<file path="src/rtl/packet_tx_arbiter.sv">
// packet_tx_arbiter: round-robin two-source arbiter feeding the resampler byte input, with truncation and guard gap
module packet_tx_arbiter #(
  parameter int MAX_LEN = 2047,
  parameter int GAP_CYCLES = 16,
  parameter int START_TIMEOUT = 64
) (
  input  logic        clk_in,
  input  logic        rst_n,
  input  logic        req_a,
  input  logic        en_a,
  input  logic [7:0]  data_a,
  input  logic        req_b,
  input  logic        en_b,
  input  logic [7:0]  data_b,
  input  logic [2:0]  phase_rx_in,
  output logic        gnt_a,
  output logic        gnt_b,
  output logic        enable_out,
  output logic [7:0]  data_out,
  output logic        pkt_done,
  output logic [10:0] pkt_len,
  output logic [7:0]  trunc_cnt,
  output logic [7:0]  timeout_cnt
);
  typedef enum logic [2:0] {IDLE, GRANT, PASS, TRUNC, GAP} state_t;
  localparam logic [10:0] MAX_L = 11'(MAX_LEN);
  localparam logic [7:0] GAP_L = 8'(GAP_CYCLES - 1);
  localparam logic [7:0] TOUT_L = 8'(START_TIMEOUT - 1);
  state_t state_q, state_d;
  logic sel_q, sel_d, last_b_q, last_b_d;
  logic gnt_a_q, gnt_a_d, gnt_b_q, gnt_b_d;
  logic enable_q, enable_d, pkt_done_q, pkt_done_d;
  logic [7:0] data_q, data_d, wait_q, wait_d, gap_q, gap_d;
  logic [7:0] trunc_q, trunc_d, tout_q, tout_d;
  logic [10:0] pkt_len_q, pkt_len_d, byte_cnt_q, byte_cnt_d;
  logic en_g, req_g;
  logic [7:0] data_g;
  assign en_g = sel_q ? en_b : en_a;
  assign req_g = sel_q ? req_b : req_a;
  assign data_g = sel_q ? data_b : data_a;
  assign gnt_a = gnt_a_q;
  assign gnt_b = gnt_b_q;
  assign enable_out = enable_q;
  assign data_out = data_q;
  assign pkt_done = pkt_done_q;
  assign pkt_len = pkt_len_q;
  assign trunc_cnt = trunc_q;
  assign timeout_cnt = tout_q;
  always_ff @(posedge clk_in) begin
    if (!rst_n) begin
      state_q <= IDLE;
      sel_q <= 1'b0;
      last_b_q <= 1'b1;
      gnt_a_q <= 1'b0;
      gnt_b_q <= 1'b0;
      enable_q <= 1'b0;
      pkt_done_q <= 1'b0;
      data_q <= '0;
      wait_q <= '0;
      gap_q <= '0;
      trunc_q <= '0;
      tout_q <= '0;
      pkt_len_q <= '0;
      byte_cnt_q <= '0;
    end else begin
      state_q <= state_d;
      sel_q <= sel_d;
      last_b_q <= last_b_d;
      gnt_a_q <= gnt_a_d;
      gnt_b_q <= gnt_b_d;
      enable_q <= enable_d;
      pkt_done_q <= pkt_done_d;
      data_q <= data_d;
      wait_q <= wait_d;
      gap_q <= gap_d;
      trunc_q <= trunc_d;
      tout_q <= tout_d;
      pkt_len_q <= pkt_len_d;
      byte_cnt_q <= byte_cnt_d;
    end
  end
  always_comb begin
    state_d = state_q;
    sel_d = sel_q;
    last_b_d = last_b_q;
    gnt_a_d = gnt_a_q;
    gnt_b_d = gnt_b_q;
    enable_d = 1'b0;
    pkt_done_d = 1'b0;
    data_d = data_q;
    wait_d = wait_q;
    gap_d = gap_q;
    trunc_d = trunc_q;
    tout_d = tout_q;
    pkt_len_d = pkt_len_q;
    byte_cnt_d = byte_cnt_q;
    case (state_q)
      IDLE: if (req_a || req_b) begin
        sel_d = (req_a && req_b) ? !last_b_q : req_b;
        last_b_d = sel_d;
        gnt_a_d = !sel_d;
        gnt_b_d = sel_d;
        wait_d = '0;
        state_d = GRANT;
      end
      GRANT: if (en_g) begin
        enable_d = 1'b1;
        data_d = data_g;
        byte_cnt_d = 11'd1;
        state_d = PASS;
      end else if (!req_g || wait_q == TOUT_L) begin
        gnt_a_d = 1'b0;
        gnt_b_d = 1'b0;
        tout_d = (req_g && tout_q != 8'hff) ? tout_q + 8'd1 : tout_q;
        state_d = IDLE;
      end else begin
        wait_d = wait_q + 8'd1;
      end
      PASS: if (en_g && byte_cnt_q != MAX_L) begin
        enable_d = 1'b1;
        data_d = data_g;
        byte_cnt_d = byte_cnt_q + 11'd1;
      end else begin
        pkt_done_d = 1'b1;
        pkt_len_d = byte_cnt_q;
        if (en_g) begin
          trunc_d = (trunc_q != 8'hff) ? trunc_q + 8'd1 : trunc_q;
          state_d = TRUNC;
        end else begin
          gnt_a_d = 1'b0;
          gnt_b_d = 1'b0;
          gap_d = '0;
          state_d = GAP;
        end
      end
      TRUNC: if (!en_g) begin
        gnt_a_d = 1'b0;
        gnt_b_d = 1'b0;
        gap_d = '0;
        state_d = GAP;
      end
      GAP: begin
        gap_d = (gap_q == GAP_L) ? gap_q : gap_q + 8'd1;
        state_d = (gap_q == GAP_L && phase_rx_in == 3'd0) ? IDLE : GAP;
      end
      default: state_d = IDLE;
    endcase
  end
endmodule

</file>
<file path="config.mk">
export PLATFORM = sky130hd
export DESIGN_NAME = packet_tx_arbiter
export DESIGN_NICKNAME = d
export VERILOG_FILES = /design/src/rtl/packet_tx_arbiter.sv
export SDC_FILE = /design/constraint.sdc
export NUM_CORES = 1
export LEC_CHECK = 0
export ABC_AREA = 1
export CAP_MARGIN = 10
export CORE_ASPECT_RATIO = 1.1
export CORE_MARGIN = 2
export CORE_UTILIZATION = 57
export CTS_BUF_LIST = sky130_fd_sc_hd__clkbuf_4 sky130_fd_sc_hd__clkbuf_8 sky130_fd_sc_hd__clkbuf_16
export DETAILED_ROUTE_END_ITERATION = 7
export PLACE_DENSITY = 0.89
export SLEW_MARGIN = 20
export SYNTH_ARGS = -nofsm -noshare
export SYNTH_HDL_FRONTEND = slang
export SYNTH_SLANG_ARGS = --single-unit
</file>
<file path="constraint.sdc">
create_clock -name clk_in -period 4.1 [get_ports clk_in]
set_clock_uncertainty 0.1 [all_clocks]
set_input_delay 0.82 -clock clk_in [delete_from_list [all_inputs] [get_ports clk_in]]
set_output_delay 0.82 -clock clk_in [all_outputs]
set_load 0.02 [all_outputs]
</file>
Yosys cells after proc, flatten, opt, wreduce, memory -nomap -nowiden. Index checks and enable logic that the tools add are counted.

Flip-flop bits (word level): 71. Input port bits: 25. Output and inout port bits: 39. Word-level logic and storage cells: 105.

Add/subtract/negate cells: 5. Equal/unequal tests: 19. Multiplexer cells: 40. Bitwise logic cells: 2. Reductions and logical operators: 25.

Operator list (number): $mux W8 (9); $add A8 B1 Y8 const B (4); $pmux W8 S2 (2); $pmux W8 S3 (1); $mux W11 (2); $pmux W11 S2 (1); $mux W3 (7); $ne A2 B2 Y1 const B (9); $ne A8 B8 Y1 const B (2); $reduce_and A4 Y1 (4); $pmux W3 S5 (1); $mux W1 (14); $add A11 B1 Y11 const B (1); $ne A11 B11 Y1 const B (1); $eq A8 B4 Y1 const B (1); $eq A8 B6 Y1 const B (1); $pmux W1 S4 (2); $eq A3 B2 Y1 const B (2); $logic_not A3 Y1 (2); $reduce_and A2 Y1 (3); $reduce_and A3 Y1 (2); $reduce_and A5 Y1 (1); $logic_and A1 B1 Y1 (4); $reduce_bool A2 Y1 (2); 9 further kinds (13).

Longest topological paths before layout. Gate-level depths: netlist of the first run.

Depth in word-level cells: 6. Mapped depth: 11. Gate-level depth less buffers: 11.

Worst setup path after synthesis of the first run. Ideal clock, no wire load.

Kind: input to register. Start: input en_b. End: register trunc_q[6], in the netlist trunc_cnt[6]. Library setup time: 134 ps. Arrival time: 1618 ps. Data required time: 3866 ps. Slack: 2248 ps. Stages on the path: 8. Path buffers: 1. Cell sequence: nand2_1 nand2_2 buf_6 inv_2 nor2_4 nand2_2 nand2_1 a21oi_1.

Word-level cells in the longest chain between the ends: 4.

RTL lines: start, declared (line 13) `input logic en_b,`; $mux W1 * (line 38) `assign en_g = sel_q ? en_b : en_a;`; $logic_and A1 B1 Y1 (line 119) `PASS: if (en_g && byte_cnt_q != MAX_L) begin`; $not A1 Y1 (no source line); $reduce_and A4 Y1 (no source line) *; end signal, assigned (line 76) `trunc_q <= trunc_d;`; end, declared (line 34) `logic [7:0] trunc_q, trunc_d, tout_q, tout_d;`.

Every way passes the cells marked *; elsewhere a longest branch is shown, timed or not. A chain may end at the register's enable or synchronous reset.

==> results_dict.tcl, run 1 <==
set metrics [dict create \
    status "completed" \
    drt_wl_total_mm 8.69 \
    antenna_left 0 \
    cts_resized 0 \
    port_buffers 63 \
    period_share_pct 65.3 \
    routedWlPerCell_um 12.4 \
    firstDrtPassIters 6 \
    worst_pin_slew_ns 0.773 \
    cts-root-buf "clkbuf_8" \
    worstPathArrival_ns 2.87 \
    fmax_mhz 374 \
    relSlewSlack_pct 48.1 \
    nNetsFinal 644 \
    vdd_drop_max_v 0.000366 \
    hold_class "flip-flop to flip-flop" \
    synth-main-ff-cell "dfxtp_1" \
    die_area_mm2 0.00734 \
    initial_utilization_pct 58.3 \
    synthCells 552 \
    startpoint_type "input port" \
    synth_edf_count 0 \
    maxCapViolCount 0 \
    ios 64 \
    power_density_mw_per_mm2 543 \
    p_leak_nw 1.97 \
    die_x_um 81.9 \
    setup_tns_ns 0 \
    synth-async-reset-ratio_pct 0 \
    endpoint_kind "flip-flop" \
    grt_pass1_vias 3361 \
    syn_area_mm2 0.00380 \
    clock_latency_ns 0.35 \
    core_region_area_mm2 0.00652 \
    vias 3746 \
    min_period_ns 2.68 \
    slew_viol_final 0 \
    p_total_mw 2.53 \
    setup_viol 0 \
    rsz0062_at_grt "no" \
    cts_max_level 3 \
    cts_buffers 9 \
    dp_hpwl_mm 6.17 \
    diodes 0 \
    grt_pass1_wl_mm 14.4 \
    synth.avg_cell_area_um2 6.89 \
    grt_antenna_before_repair 0 \
    yosysSeqAreaShare_pct 37.4 \
    grt_max_degree 42 \
    cp_max_fo 41 \
    clock_sinks 71 \
    grt-ovfl-total 0 \
    ys_types 39 \
    fin_util_pct 71.4 \
    cts.reportedPaths.clkPinSlew_ns 0.07 \
    area.growth.synth_to_final_pct 22.4 \
    hold_buffers 0 \
    globalplace.congestion 0.851 \
    drc 0 \
    crit_type "input port to flip-flop" \
    hold_viol_final 0 \
    syn-num-nets 582 \
    ys_ff_latch 71 \
    grtUsageTotal_pct 25.0 \
    final_layout_size_suffix_gt1_share_pct 8.58 \
    avgViaCountPerCell 5.35 \
    cts_tree "yes" \
    clock_path_buffers 2 \
    drt_iter0_drc 288 \
    die_h_um 89.6 \
    rows 31 \
    cts_setup_buffers 0 \
    worstPathRequired_ns 4.29 \
    yosysWarnings 0 \
]
metal layers:
metal	up-vias	GRT usage [%]	wire (µm)
met5	-	0	0
met4	0	12.4	219
met3	23	4.00	368
met2	114	45.1	4420
met1	1713	28.7	3680
li1	1896	-	-
critical path, cell delays in order:
cell	delay, ns
clkdlybuf4s50_1	0.45
buf_4	0.35
clkinv_1	0.73
o21bai_1	0.40
nor2_1	0.10
cell families after synthesis:
| group | synth area share (%) |
|---|---|
| XOR/XNOR | 3.00 |
| adder cells (fa/ha/maj) | 1.65 |
| AO/OA/AOI/OAI | 11.9 |
| flip-flops | 37.4 |
| AND/OR/NAND/NOR | 37.4 |
| buffers and inverters | 8.69 |
state kept, by name (all words and copies together), names as in the netlist:
name / flops
byte_cnt_q: 11
data_out: 8
enable_out: 1
gap_q: 8
gnt_a: 1
gnt_b: 1
last_b_q: 1
pkt_done: 1
pkt_len: 11
sel_q: 1
state_q: 3
timeout_cnt: 8
trunc_cnt: 8
wait_q: 8
synth_stat cells, types with 2 or more instances:
| library cell | number | share of area (%) |
|---|---|---|
| nand2_1 | 137 | 14 |
| o21ai_1 | 16 | 2.1 |
| xor2_1 | 10 | 2.3 |
| a21oi_2 | 4 | 0.92 |
| nand3b_1 | 3 | 0.59 |
| inv_2 | 5 | 0.49 |
| clkbuf_1 | 3 | 0.30 |
| buf_6 | 7 | 2.1 |
| inv_4 | 2 | 0.33 |
| ha_1 | 5 | 1.6 |
| nor2_1 | 88 | 8.7 |
| xnor2_1 | 3 | 0.69 |
| nand4_1 | 10 | 1.6 |
| inv_1 | 48 | 4.7 |
| nor3_1 | 5 | 0.66 |
| o21ai_0 | 16 | 2.1 |
| dfxtp_1 | 71 | 37 |
| nand2_2 | 7 | 1.2 |
| nor2_4 | 6 | 1.8 |
| nand3_4 | 2 | 0.92 |
| a21oi_1 | 42 | 5.5 |
| clkinv_1 | 2 | 0.20 |
| nand3_1 | 41 | 5.4 |
| nand2_4 | 4 | 1.2 |
layout by cell type (no fill, tap or decap), types with 4 or more instances in the layout:
master	count
a21oi_1	42
a21oi_2	4
clkbuf_8	10
clkdlybuf4s50_1	63
dfxtp_1	71
ha_1	5
inv_1	48
inv_2	5
nand2_1	137
nand2_2	7
nand2_4	4
nand3_1	41
nand4_1	10
nor2_1	88
nor2_4	6
nor3_1	5
o21ai_0	16
o21ai_1	16
xor2_1	10
worst paths after layout:
path	from	end	slack (ns)	cells after the start
setup / recovery	rst_n	wait_q[5]$_SDFFE_PN0P_	1.42	5
hold / removal	last_b_q$_SDFFE_PN1P_	last_b_q$_SDFFE_PN1P_	0.38	2
setup reg to reg	sel_q$_SDFFE_PN0P_	pkt_len[2]$_SDFFE_PN0P_	1.92	7
hold reg to reg	last_b_q$_SDFFE_PN1P_	last_b_q$_SDFFE_PN1P_	0.38	2
final cells by class:
class / count / area, µm²
Timing Repair Buffer: 64 / 638
Clock inverter: 4 / 70.1
Sequential cell: 71 / 1420
Tap cell: 82 / 103
Multi-Input combinational cell: 410 / 2050
Fill cell: 536 / 1870
Clock buffer: 11 / 145
Inverter: 58 / 224
through the flow:
| step | std cells | hold slack (ns) | setup slack [ns] | cell area, µm² |
|---|---|---|---|---|
| 2_1_floorplan | 552 | 0.329 | 2.25 | 3800 |
| 3_3_place_gp | 685 | 0.340 | 1.08 | 4440 |
| 3_5_place_dp | 685 | 0.365 | 1.07 | 4440 |
| 4_1_cts | 700 | 0.384 | 1.43 | 4650 |
| 5_1_grt | 700 | 0.409 | 1.28 | 4650 |
| 6_report | 700 | 0.380 | 1.42 | 4650 |
power breakdown:
group	switching [mW]	leakage [nW]	total, mW	internal (mW)
registers	0.0890	0.576	0.890	0.801
clock network	0.250	0.113	0.611	0.361
logic	0.661	1.28	1.03	0.365
total	1.00	1.97	2.53	1.53
(Power assumes the default switching activity.)
==> run 2, diff against run 1 <==
--- a/config.mk
+++ b/config.mk
@@ -9,10 +9,10 @@
 export CAP_MARGIN = 10
 export CORE_ASPECT_RATIO = 1.1
 export CORE_MARGIN = 2
-export CORE_UTILIZATION = 57
+export CORE_UTILIZATION = 53
 export CTS_BUF_LIST = sky130_fd_sc_hd__clkbuf_4 sky130_fd_sc_hd__clkbuf_8 sky130_fd_sc_hd__clkbuf_16
 export DETAILED_ROUTE_END_ITERATION = 7
-export PLACE_DENSITY = 0.89
+export PLACE_DENSITY = 0.84
 export SLEW_MARGIN = 20
 export SYNTH_ARGS = -nofsm -noshare
 export SYNTH_HDL_FRONTEND = slang
==> constraint.sdc (replaced) <==
create_clock -name clk_in -period 2.7 [get_ports clk_in]
set_clock_uncertainty 0.1 [all_clocks]
set_input_delay 0.54 -clock clk_in [delete_from_list [all_inputs] [get_ports clk_in]]
set_output_delay 0.54 -clock clk_in [all_outputs]
set_load 0.02 [all_outputs]
==> run 2 against run 1 <==
- hold slack lost 0.014 ns
- via count rose by 1.7%
- critical path depth is 3 higher
- sequential share of layout area down 0.057 points
- cell count up 1.0%
- die area up 7.2%
- total power is 49% higher
- non-clock buffer count up 3
- combinational power grew 52%
- core utilization is 4.5 points lower
- sequential power rose by 52%
- register-to-register slack lost 1.3 ns
- critical endpoint is now byte_cnt_q[8]$_SDFFE_PN0P_
- largest power group unchanged
==> results_dict.tcl, run 2 (same netlist as run 1, synthesis figures left out) <==
set metrics [dict create \
    drt_iter0_drc 249 \
    min_period_ns 2.09 \
    drc 0 \
    worst_pin_slew_ns 0.453 \
    fmax_mhz 477 \
    layout_commonest_cell "nand2_1" \
    multi_input_area_mm2 0.00205 \
    cts_tree "yes" \
    p_leak_nw 1.97 \
    p_clk_share_pct 22.5 \
    startpoint_type "flip-flop" \
    grt_pass1_vias 3630 \
    drt_wl_total_mm 8.96 \
    dp_hpwl_mm 6.42 \
    avgViaCountPerCell 5.39 \
    clock_path_buffers 2 \
    clock_latency_ns 0.34 \
    fill_cells 646 \
    setup_tns_ns 0 \
    final_cell_mix "nand2_1 (137), nor2_1 (88), dfxtp_1 (71)" \
    p_switching_mw 1.52 \
    cts_buffers 9 \
    nNetsFinal 647 \
    diodes 0 \
    hold_buffers 0 \
    maxCapViolCount 0 \
    power_density_mw_per_mm2 809 \
    antenna_left 0 \
    vias 3809 \
    grt_max_degree 41 \
    ff_latch_area_mm2 0.00142 \
    timing.rr.start "sel_q$_SDFFE_PN0P_" \
    ff2ff_setup_slack_ns 0.61 \
    rsz0062_at_grt "no" \
    period_share_pct 77.6 \
    worst-r2r-cell-count 8 \
    endpoint_kind "flip-flop" \
    finalNonFillerCells 707 \
    grt_antenna_before_repair 0 \
    routedWlPerCell_um 12.7 \
    cp_max_fo 24 \
    min_to "last_b_q$_SDFFE_PN1P_" \
    grt-ovfl-total 0 \
    vdd_drop_max_v 0.000615 \
    slew_viol_final 0 \
    internal_power_mw 2.24 \
    cts-root-buf "clkbuf_8" \
    grtUsageTotal_pct 23.8 \
    cts_resized 0 \
    worstPathRequired_ns 2.87 \
    firstDrtPassIters 5 \
    worst_hold_slack_ns 0.366 \
    cts_setup_buffers 0 \
    clock_sinks 71 \
    hold_viol_final 0 \
    min_from "last_b_q$_SDFFE_PN1P_" \
    cts.reportedPaths.clkPinSlew_ns 0.07 \
    ios 64 \
    worstPathArrival_ns 2.26 \
    die_x_um 84.7 \
    die_h_um 92.8 \
    globalplace.congestion 0.934 \
    final_layout_size_suffix_gt1_share_pct 9.16 \
    port_buffers 63 \
    holdPathStages 2 \
    power_frac_comb_pct 41.6 \
    grt_pass1_wl_mm 15.4 \
    hold_class "flip-flop to flip-flop" \
    status "completed" \
    setup_viol 0 \
    area.growth.synth_to_final_pct 22.6 \
    die_area_mm2 0.00787 \
    cts_max_level 3 \
    dp_cells 691 \
    timing.rr.end "byte_cnt_q[8]$_SDFFE_PN0P_" \
    sw_frac_of_total_pct 40.4 \
    relSlewSlack_pct 69.6 \
    core_region_area_mm2 0.00697 \
    rows 32 \
    crit_type "flip-flop to flip-flop" \
    seq_power_share_pct 35.9 \
    initial_utilization_pct 54.6 \
]
## run 2: routing by layer
| metal | GRT usage [%] | vias to the layer above | routed length, µm |
|---|---|---|---|
| met2 | 43.8 | 110 | 4590 |
| met5 | 0 | - | 0 |
| li1 | - | 1909 | - |
| met3 | 4.99 | 23 | 373 |
| met4 | 9.13 | 0 | 180 |
| met1 | 26.6 | 1767 | 3820 |
## run 2: critical path: stages (launching register included)
cell and delay [ns]:
dfxtp_1 0.60, inv_2 0.20, nand2_1 0.11, nand2_2 0.21, nand3_4 0.21, nand2_4 0.19, inv_4 0.18, nand2_1 0.08
a21oi_1 0.13
## run 2: through the flow
| step | total power, mW | cell area, µm² | setup WS (ns) | utilization [%] |
|---|---|---|---|---|
| final | 3.77 | 4660 | 0.605 | 66.9 |
| after global routing | 4.03 | 4660 | 0.400 | 66.9 |
| after CTS | 3.77 | 4660 | 0.610 | 66.9 |
| after detailed placement | 2.92 | 4460 | 0.349 | 64.0 |
| after global placement | 2.88 | 4460 | 0.408 | 64.0 |
| after floorplan | 2.52 | 3800 | 1.02 | - |
## run 2: worst max path at each step
stage,start,to,slack (ns),cells past startpoint
global placement,en_b,byte_cnt_q[4]$_SDFFE_PN0P_,0.41,8
CTS,timeout_cnt[0]$_SDFFE_PN0P_,timeout_cnt[0],0.61,1
floorplan,timeout_cnt[0]$_SDFFE_PN0P_,timeout_cnt[7]$_SDFFE_PN0P_,1.02,8
finish,sel_q$_SDFFE_PN0P_,byte_cnt_q[8]$_SDFFE_PN0P_,0.61,8
global route,sel_q$_SDFFE_PN0P_,byte_cnt_q[4]$_SDFFE_PN0P_,0.40,8
detailed placement,en_b,byte_cnt_q[4]$_SDFFE_PN0P_,0.35,8
## run 2: cell type report
class	instances	share of cell area, %
Tap cell	85	2.28
Sequential cell	71	30.5
Clock buffer	12	3.28
Timing Repair Buffer	67	14.2
Multi-Input combinational cell	410	44.0
Clock inverter	4	0.967
Inverter	58	4.81
## run 2: power groups by stage
stage / combinational (mW) / clock, mW / sequential [mW]
3_5_place_dp: 1.54 / 0 / 1.37
4_1_cts: 1.56 / 0.863 / 1.35
6_report: 1.57 / 0.849 / 1.35
2_1_floorplan: 1.05 / 0 / 1.46
5_1_grt: 1.75 / 0.902 / 1.37
3_3_place_gp: 1.51 / 0 / 1.37
